--- src/rtl/fwd_pkg.sv ---
// Shared types and constants for the forwarding/hazard unit.
// Entry fields are sized for the widest supported build (REGW <= 8, SELW <= 4).
package fwd_pkg;

    localparam int FWD_RF  = 0;
    localparam int FWD_MEM = 1;
    localparam int FWD_WB  = 2;

    localparam int FWD_RD_W    = 8;
    localparam int FWD_AVAIL_W = 4;

    typedef struct packed {
        logic                   valid;
        logic [FWD_RD_W-1:0]    rd;
        logic [FWD_AVAIL_W-1:0] avail;
    } fwd_entry_t;

endpackage

--- src/rtl/fwd_match.sv ---
// Per-read-port lookup: youngest in-flight writer of rs_i decides forward select or hazard.
module fwd_match
    import fwd_pkg::*;
#(
    parameter int DEPTH = 3,
    parameter int REGW  = 5,
    parameter int SELW  = $clog2(DEPTH)
) (
    input  fwd_entry_t [DEPTH-2:0] sb_i,
    input  logic [REGW-1:0]        rs_i,
    input  logic                   used_i,
    output logic [SELW-1:0]        sel_o,
    output logic                   hazard_o
);

    logic found;

    always_comb begin
        sel_o    = SELW'(FWD_RF);
        hazard_o = 1'b0;
        found    = 1'b0;
        // Lowest index is youngest; only the first match counts, even if an older one is ready.
        for (int j = 0; j < DEPTH - 1; j++) begin
            if (!found && used_i && sb_i[j].valid && (sb_i[j].rd != '0) &&
                (sb_i[j].rd == FWD_RD_W'(rs_i))) begin
                found = 1'b1;
                if (sb_i[j].avail <= FWD_AVAIL_W'(j)) begin
                    sel_o = SELW'(j + 1);
                end else begin
                    hazard_o = 1'b1;
                end
            end
        end
    end

endmodule

--- src/rtl/fwd_scoreboard.sv ---
// Forwarding and hazard unit: shift-register scoreboard of in-flight writers,
// combinational stall, registered forward selects aligned with the EX consumer.
module fwd_scoreboard
    import fwd_pkg::*;
#(
    parameter int NREAD = 2,
    parameter int DEPTH = 3,
    parameter int REGW  = 5,
    parameter int SELW  = $clog2(DEPTH)
) (
    input  logic                  clk_i,
    input  logic                  rst_i,
    input  logic                  advance_i,
    input  logic                  flush_i,
    input  logic                  id_valid_i,
    input  logic [REGW-1:0]       id_rd_i,
    input  logic                  id_regwrite_i,
    input  logic [SELW-1:0]       id_avail_i,
    input  logic [NREAD*REGW-1:0] id_rs_i,
    input  logic [NREAD-1:0]      id_rs_used_i,
    output logic                  stall_o,
    output logic [NREAD*SELW-1:0] fwd_o
);

    // The last tracked stage is covered by register-file write-through and is
    // never consulted, so only stages EX..DEPTH-2 are held.
    localparam int NSB = DEPTH - 1;

    fwd_entry_t [NSB-1:0]  sb_q, sb_d;
    logic [NREAD*SELW-1:0] fwd_q, fwd_d;
    logic [NREAD*SELW-1:0] sel_w;
    logic [NREAD-1:0]      haz_w;
    logic                  issue_w;

    for (genvar k = 0; k < NREAD; k++) begin : g_port
        fwd_match #(
            .DEPTH (DEPTH),
            .REGW  (REGW),
            .SELW  (SELW)
        ) u_match (
            .sb_i     (sb_q),
            .rs_i     (id_rs_i[k*REGW +: REGW]),
            .used_i   (id_rs_used_i[k]),
            .sel_o    (sel_w[k*SELW +: SELW]),
            .hazard_o (haz_w[k])
        );
    end

    assign stall_o = id_valid_i & ~flush_i & (|haz_w);
    assign issue_w = id_valid_i & ~flush_i & ~stall_o;

    always_comb begin
        sb_d  = sb_q;
        fwd_d = fwd_q;
        if (advance_i) begin
            for (int j = 1; j < NSB; j++) begin
                sb_d[j] = sb_q[j-1];
            end
            // A stalled, flushed or empty slot enters EX as an invalid bubble.
            sb_d[0].valid = issue_w & id_regwrite_i;
            sb_d[0].rd    = FWD_RD_W'(id_rd_i);
            sb_d[0].avail = FWD_AVAIL_W'(id_avail_i);
            fwd_d         = issue_w ? sel_w : '0;
        end
    end

    always_ff @(posedge clk_i) begin
        if (!rst_i) begin
            sb_q  <= '0;
            fwd_q <= '0;
        end else begin
            sb_q  <= sb_d;
            fwd_q <= fwd_d;
        end
    end

    assign fwd_o = fwd_q;

endmodule

--- config.mk ---
export PLATFORM = sky130hd
export DESIGN_NAME = fwd_scoreboard
export DESIGN_NICKNAME = d
export VERILOG_FILES = /design/src/rtl/fwd_pkg.sv /design/src/rtl/fwd_match.sv /design/src/rtl/fwd_scoreboard.sv
export SDC_FILE = /design/constraint.sdc
export NUM_CORES = 1
export LEC_CHECK = 0
export CAP_MARGIN = 20
export CORE_ASPECT_RATIO = 1.75
export CORE_UTILIZATION = 40
export DETAILED_ROUTE_END_ITERATION = 7
export PLACE_DENSITY_LB_ADDON = 0.05
export SETUP_SLACK_MARGIN = 0.4
export SKIP_CTS_REPAIR_TIMING = 1
export SLEW_MARGIN = 0
export SYNTH_ARGS = -nofsm -noshare
export SYNTH_HDL_FRONTEND = slang
export SYNTH_SLANG_ARGS = --single-unit
--- constraint.sdc ---
create_clock -name clk_i -period 1.8 [get_ports clk_i]
set_clock_uncertainty 0.1 [all_clocks]
set_input_delay 0.36 -clock clk_i [delete_from_list [all_inputs] [get_ports clk_i]]
set_output_delay 0.36 -clock clk_i [all_outputs]
set_load 0.01 [all_outputs]
==> flow_summary.yaml, run 1 <==
die:
  die_h_um: 69.00
  io_pins: 30
  core_area_um2: 2360
  die_w_um: 40.29
  initial_core_util_pct: 43.48
  die_area_um2: 2779
  row_count: 23
setup_path:
  r2r_setup_slack_ns: -0.16
  critPathMaxFanout: 4
  r2r_start: "sb_q[5]$_SDFFE_PN0P_"
  cp.arrival_ns: 1.91
  worstSetupPathType: "flop to primary output"
  critPathLaunchType: "flop"
  r2r-end: "fwd_o[3]$_SDFFE_PN0P_"
  ff2ff_path_depth: 8
  worstSetupEndpointType: "primary output"
  required_ns: 1.34
global_routing:
  grtUsageTotal_pct: 20.51
  grt_first_pass_wirelength_um: 3843
  antenna_found_initial: 0
  grt_pass1_vias: 927
  overflow: 0
  grt_max_degree: 16
drt:
  drt_iter0_drc: 19
  drc_errors: 0
  wl_um: 2626
  drt_pass1_iterations: 4
  ant_nets: 0
  routed_via_density: 5.043
  post_drt_wl_per_cell_um: 13.97
  dr_total_vias: 948
final_layout:
  utilization_pct: 71.32
  fin_nets: 189
  diodes: 0
  final_layout_size_suffix_gt1_share_pct: 31.29
  final_cells: 188
  syn_to_final_growth_pct: 64.02
  design_area_um2: 1683
flow_run:
  maxCapViolations: 0
logic_synthesis:
  synthDistinctLibCells: 24
  ys.flop_type: "dfxtp_1"
  syn_area_um2: 1026
  synth_top_cells_by_area: "dfxtp_1 (37%), mux2i_1 (14%), xor2_1 (12%)"
  synthCells: 106
  syn-num-nets: 131
  synth_edf_count: 0
  yosysSeqAreaShare_pct: 37.07
  async_reset_ff_share_pct: 0
  synthTopCellsByCount: "dfxtp_1 (19), nor2b_1 (16), mux2i_1 (14), xor2_1 (14), nand2_1 (10)"
  synth_area_per_cell_um2: 9.679
  yosysTopAreaCell: "dfxtp_1"
  synth-seq-cells: 19
  yosys_warnings: 0
  yosysTopAreaCellShare_pct: 37.07
  synth.most_common_cell: "dfxtp_1"
clock_tree:
  htree_levels: 1
  cts_buffers: 3
  cts_num_sinks: 19
  cts-root-buf: "clkbuf_8"
  cts_buffer_depth: 2
  clk_pin_slew_worst_paths_ns: 0.07
  clock_latency_ns: 0.25
  cts_tree: "built"
status:
  failed_checks: "negative setup slack"
  outcome: "finished with violations"
placed_design:
  dp_hpwl_um: 2018
  placed_area_um2: 1521
  gp_congestion: 0.8336
  io_buffers: 29
  dp_cells: 180
min_path:
  hold_end: "fwd_o[2]$_SDFFE_PN0P_"
  hold_start: "fwd_o[2]$_SDFFE_PN0P_"
  hold_path_depth: 2
  hold_class: "flop to flop"
timing:
  fmax_mhz: 422.6
  fin_ws_ns: -0.5663
  rsz0062_at_grt: "true"
  maxSlewHeadroom_pct: 78.61
  worstMarginPinSlew_ns: 0.3202
  period_needed_ns: 2.366
  period_share_pct: 131.5
  setup_viol: 6
  hold_violations: 0
  finalMaxSlewViolations: 0
pwr:
  p_leak_nw: 0.8718
  power_mw: 0.9406
  peakVddDrop_mv: 0.3999
  power.density_nw_per_um2: 559.0
kinds of logic (layout without fill, tap and decap cells):
| logic type | after synthesis | count (layout) | share of synthesized area, % |
|---|---|---|---|
| buf+inv | 4 | 61 | 1.585 |
| simple gates | 40 | 40 | 23.42 |
| mux | 14 | 14 | 13.66 |
| compound gates | 9 | 9 | 7.195 |
| xor+xnor | 20 | 20 | 17.07 |
| flops | 19 | 19 | 37.07 |
critical path, cell delays in order, from the launching register on:
cell	delay, ns
dfxtp_4	0.37
xor2_1	0.16
nor4_2	0.32
nand4_2	0.18
nand4_1	0.19
a211oi_2	0.10
o21a_1	0.19
buf_2	0.13
power breakdown:
| part | switching (mW) | total, mW | internal [mW] |
|---|---|---|---|
| Sequential | 0.0190 | 0.453 | 0.434 |
| Combinational | 0.0764 | 0.193 | 0.116 |
| Clock | 0.138 | 0.295 | 0.157 |
| Total | 0.233 | 0.941 | 0.707 |
layer usage:
metal | GRT usage (%) | up-vias | routed length, µm
met3 | 3.205 | 4 | 80
met4 | 7.500 | 0 | 34
met2 | 39.72 | 22 | 1497
li1 | - | 478 | -
met1 | 20.16 | 444 | 1015
met5 | 0 | - | 0
layout by cell type (no fill, tap or decap), drive strengths merged, types with 6 or more instances in the layout:
master	n
xor2	14
xnor2	6
nand2	10
clkdlybuf4s50	12
dfxtp	19
dlymetal6s2s	16
buf	28
mux2i	14
nor2b	16
worst max path at each step:
stage,from,endpoint,slack [ns]
2_1_floorplan,id_rs_i[7],stall_o,-0.08
3_3_place_gp,id_rs_i[0],stall_o,-1.09
3_5_place_dp,id_rs_i[7],stall_o,-1.09
4_1_cts,id_rs_i[9],stall_o,-1.10
5_1_grt,sb_q[12]$_SDFFE_PN0P_,stall_o,-0.62
6_report,sb_q[4]$_SDFFE_PN0P_,stall_o,-0.57
sequential cells by signal (all words and copies together), names as in the netlist:
name   count
sb_q      15
fwd_o      4
per-stage QoR:
step	hold slack, ns	setup WS [ns]	setup TNS (ns)
5_1_grt	0.3626	-0.6172	-1.265
3_3_place_gp	0.3411	-1.088	-3.630
4_1_cts	0.3553	-1.095	-2.325
2_1_floorplan	0.3629	-0.08022	-0.08022
3_5_place_dp	0.3416	-1.091	-3.628
6_report	0.3497	-0.5663	-0.9644
area by class of cell:
class                   count  area, µm²
fillers                   190      676.9
inverters                   1      3.754
multi-input cells          83      675.6
flip-flops and latches     19      395.4
clock buffers               4      45.04
well taps                  25      31.28
repair buffers             56      531.8
Power figures use the tool's default switching activity.
==> run 2: changes to the inputs <==
==> constraint.sdc (replaced) <==
create_clock -name clk_i -period 2.7 [get_ports clk_i]
set_clock_uncertainty 0.1 [all_clocks]
set_input_delay 0.54 -clock clk_i [delete_from_list [all_inputs] [get_ports clk_i]]
set_output_delay 0.54 -clock clk_i [all_outputs]
set_load 0.01 [all_outputs]
==> run 2 against run 1 <==
Effect of this change: the run now ends clean; clock power down 31%; critical path depth unchanged; first-iteration DRC count down 42%; clock-buffer cell count unchanged; non-clock buffer count down 12; combinational power down 40%; total power down 34%; sequential power down 33%; critical endpoint unchanged; highest routed layer unchanged.
==> flow_summary.yaml, run 2 (synthesis results as in run 1) <==
status:
  outcome: "finished clean"
final_layout:
  syn_to_final_growth_pct: 53.17
  final_cell_mix: "nor2b_1 (16), dfxtp_1 (16), clkdlybuf4s50_1 (16)"
  area.sequential_um2: 384.1
  final_layout_size_suffix_gt1_share_pct: 26.49
  multi_input_area_um2: 699.4
  largest_reg_flops: 15
  design_area_um2: 1572
  regMostFlops: "sb_q"
  fill_cells: 206
  diodes: 0
  fin_nets: 177
setup_path:
  required_ns: 2.06
  cp_cell_sequence: "nand2_1 -> nor4_2 -> nand4_1 -> buf_4 -> a21oi_4 -> o21a_1 -> buf_2"
  r2r_setup_slack_ns: 0.79
  cp.arrival_ns: 1.94
  crit_path_end: "stall_o"
  setup.worst_path.start: "sb_q[12]$_SDFFE_PN0P_"
  critical-path-top-delay-family: "simple AND/OR/NAND/NOR gates"
  path_buf_inv: 2
  r2r-end: "fwd_o[2]$_SDFFE_PN0P_"
  max_stage_delay_ns: 0.42
  r2r_start: "sb_q[12]$_SDFFE_PN0P_"
  path_depth: 7
  critPathLaunchType: "flop"
  worstSetupEndpointType: "primary output"
  cp_slowest_cell: "dfxtp_1"
  critPathMaxFanout: 4
  worstSetupPathType: "flop to primary output"
  ff2ff_path_depth: 7
timing:
  fmax_mhz: 387.2
  hold_violations: 0
  whs_ns: 0.3513
  maxSlewHeadroom_pct: 79.70
  period_share_pct: 95.65
  fin_ws_ns: 0.1175
  finalMaxSlewViolations: 0
  period_needed_ns: 2.583
  setup_viol: 0
  worstMarginPinSlew_ns: 0.3034
  rsz0062_at_grt: "true"
pwr:
  power.density_nw_per_um2: 397.8
  p_leak_nw: 0.6922
  peakVddDrop_mv: 0.3839
clock_tree:
  cts_num_sinks: 19
  clk_pin_slew_worst_paths_ns: 0.07
  cts_buffer_depth: 2
  clock_latency_ns: 0.26
  cts_buffers: 3
  htree_levels: 1
  cts-root-buf: "clkbuf_8"
  cts_tree: "built"
die:
  die_w_um: 40.29
  die_h_um: 69.00
  initial_core_util_pct: 43.48
  row_count: 23
  core_area_um2: 2360
  io_pins: 30
  die_area_um2: 2779
global_routing:
  antenna_found_initial: 0
  grt_max_degree: 16
  grt_pass1_vias: 828
  grt_first_pass_wirelength_um: 3553
  grtUsageTotal_pct: 19.47
  overflow: 0
min_path:
  hold_class: "flop to flop"
placed_design:
  gp_congestion: 0.8814
  placed_area_um2: 1410
  io_buffers: 29
  dp_worst_setup_slack_ns: -0.5232
  dp_hpwl_um: 1829
drt:
  drt_iter0_drc: 11
  drt_pass1_iterations: 4
  ant_nets: 0
  post_drt_wl_per_cell_um: 14.10
  wl_um: 2482
  dr_total_vias: 902
  routed_via_density: 5.125
  drc_errors: 0
flow_run:
  maxCapViolations: 0
-- run 2: changes by cell type in the layout (fill, tap and decap cells not counted), sizes merged --
cell	previous run	this run
dlymetal6s2s	16	8
clkbuf	4	7
buf	28	17
clkdlybuf4s50	12	16
-- run 2: area by class of cell --
cell class              instances  share of cell area (%)
multi-input cells              83                   44.51
repair buffers                 44                   25.96
flip-flops and latches         19                   24.44
clock buffers                   4                   2.866
well taps                      25                   1.990
inverters                       1                  0.2389
-- run 2: worst min-delay path: stages (launching register included) --
cell	delay, ns
dfxtp_1	0.33
nand2_1	0.05
o31ai_1	0.05
-- run 2: report_power, final --
| part | internal (mW) | switching (mW) | total, mW |
|---|---|---|---|
| Clock | 0.105 | 0.0981 | 0.203 |
| Combinational | 0.0682 | 0.0483 | 0.116 |
| Sequential | 0.291 | 0.0148 | 0.305 |
-- run 2: worst min path at each step --
stage | slack (ns) | depth (start not counted) | to | start
3_5_place_dp | 0.34 | 2 | fwd_o[0]$_SDFFE_PN0P_ | fwd_o[0]$_SDFFE_PN0P_
3_3_place_gp | 0.34 | 2 | fwd_o[1]$_SDFFE_PN0P_ | fwd_o[1]$_SDFFE_PN0P_
5_1_grt | 0.38 | 2 | fwd_o[3]$_SDFFE_PN0P_ | fwd_o[3]$_SDFFE_PN0P_
2_1_floorplan | 0.36 | 2 | sb_q[12]$_SDFFE_PN0P_ | sb_q[12]$_SDFFE_PN0P_
4_1_cts | 0.36 | 2 | fwd_o[0]$_SDFFE_PN0P_ | fwd_o[0]$_SDFFE_PN0P_
6_report | 0.35 | 2 | fwd_o[0]$_SDFFE_PN0P_ | fwd_o[0]$_SDFFE_PN0P_
-- run 2: routing by layer --
layer / up-vias / share of wire [%] / track usage (%)
li1: 452 / - / -
met1: 415 / 38 / 19.25
met2: 28 / 55 / 33.67
met3: 7 / 4.1 / 3.205
met4: 0 / 3.3 / 15.00
met5: - / 0 / 0
-- run 2: stage by stage --
step	util [%]	cells	TNS (ns)	power, mW
floorplan	-	106	0	0.3605
global placement	59.76	167	-0.5845	0.4176
detailed placement	59.76	167	-0.5232	0.4187
CTS	61.66	171	-0.5360	0.6215
global route	66.60	176	0	0.6549
finish	66.60	176	0	0.6252
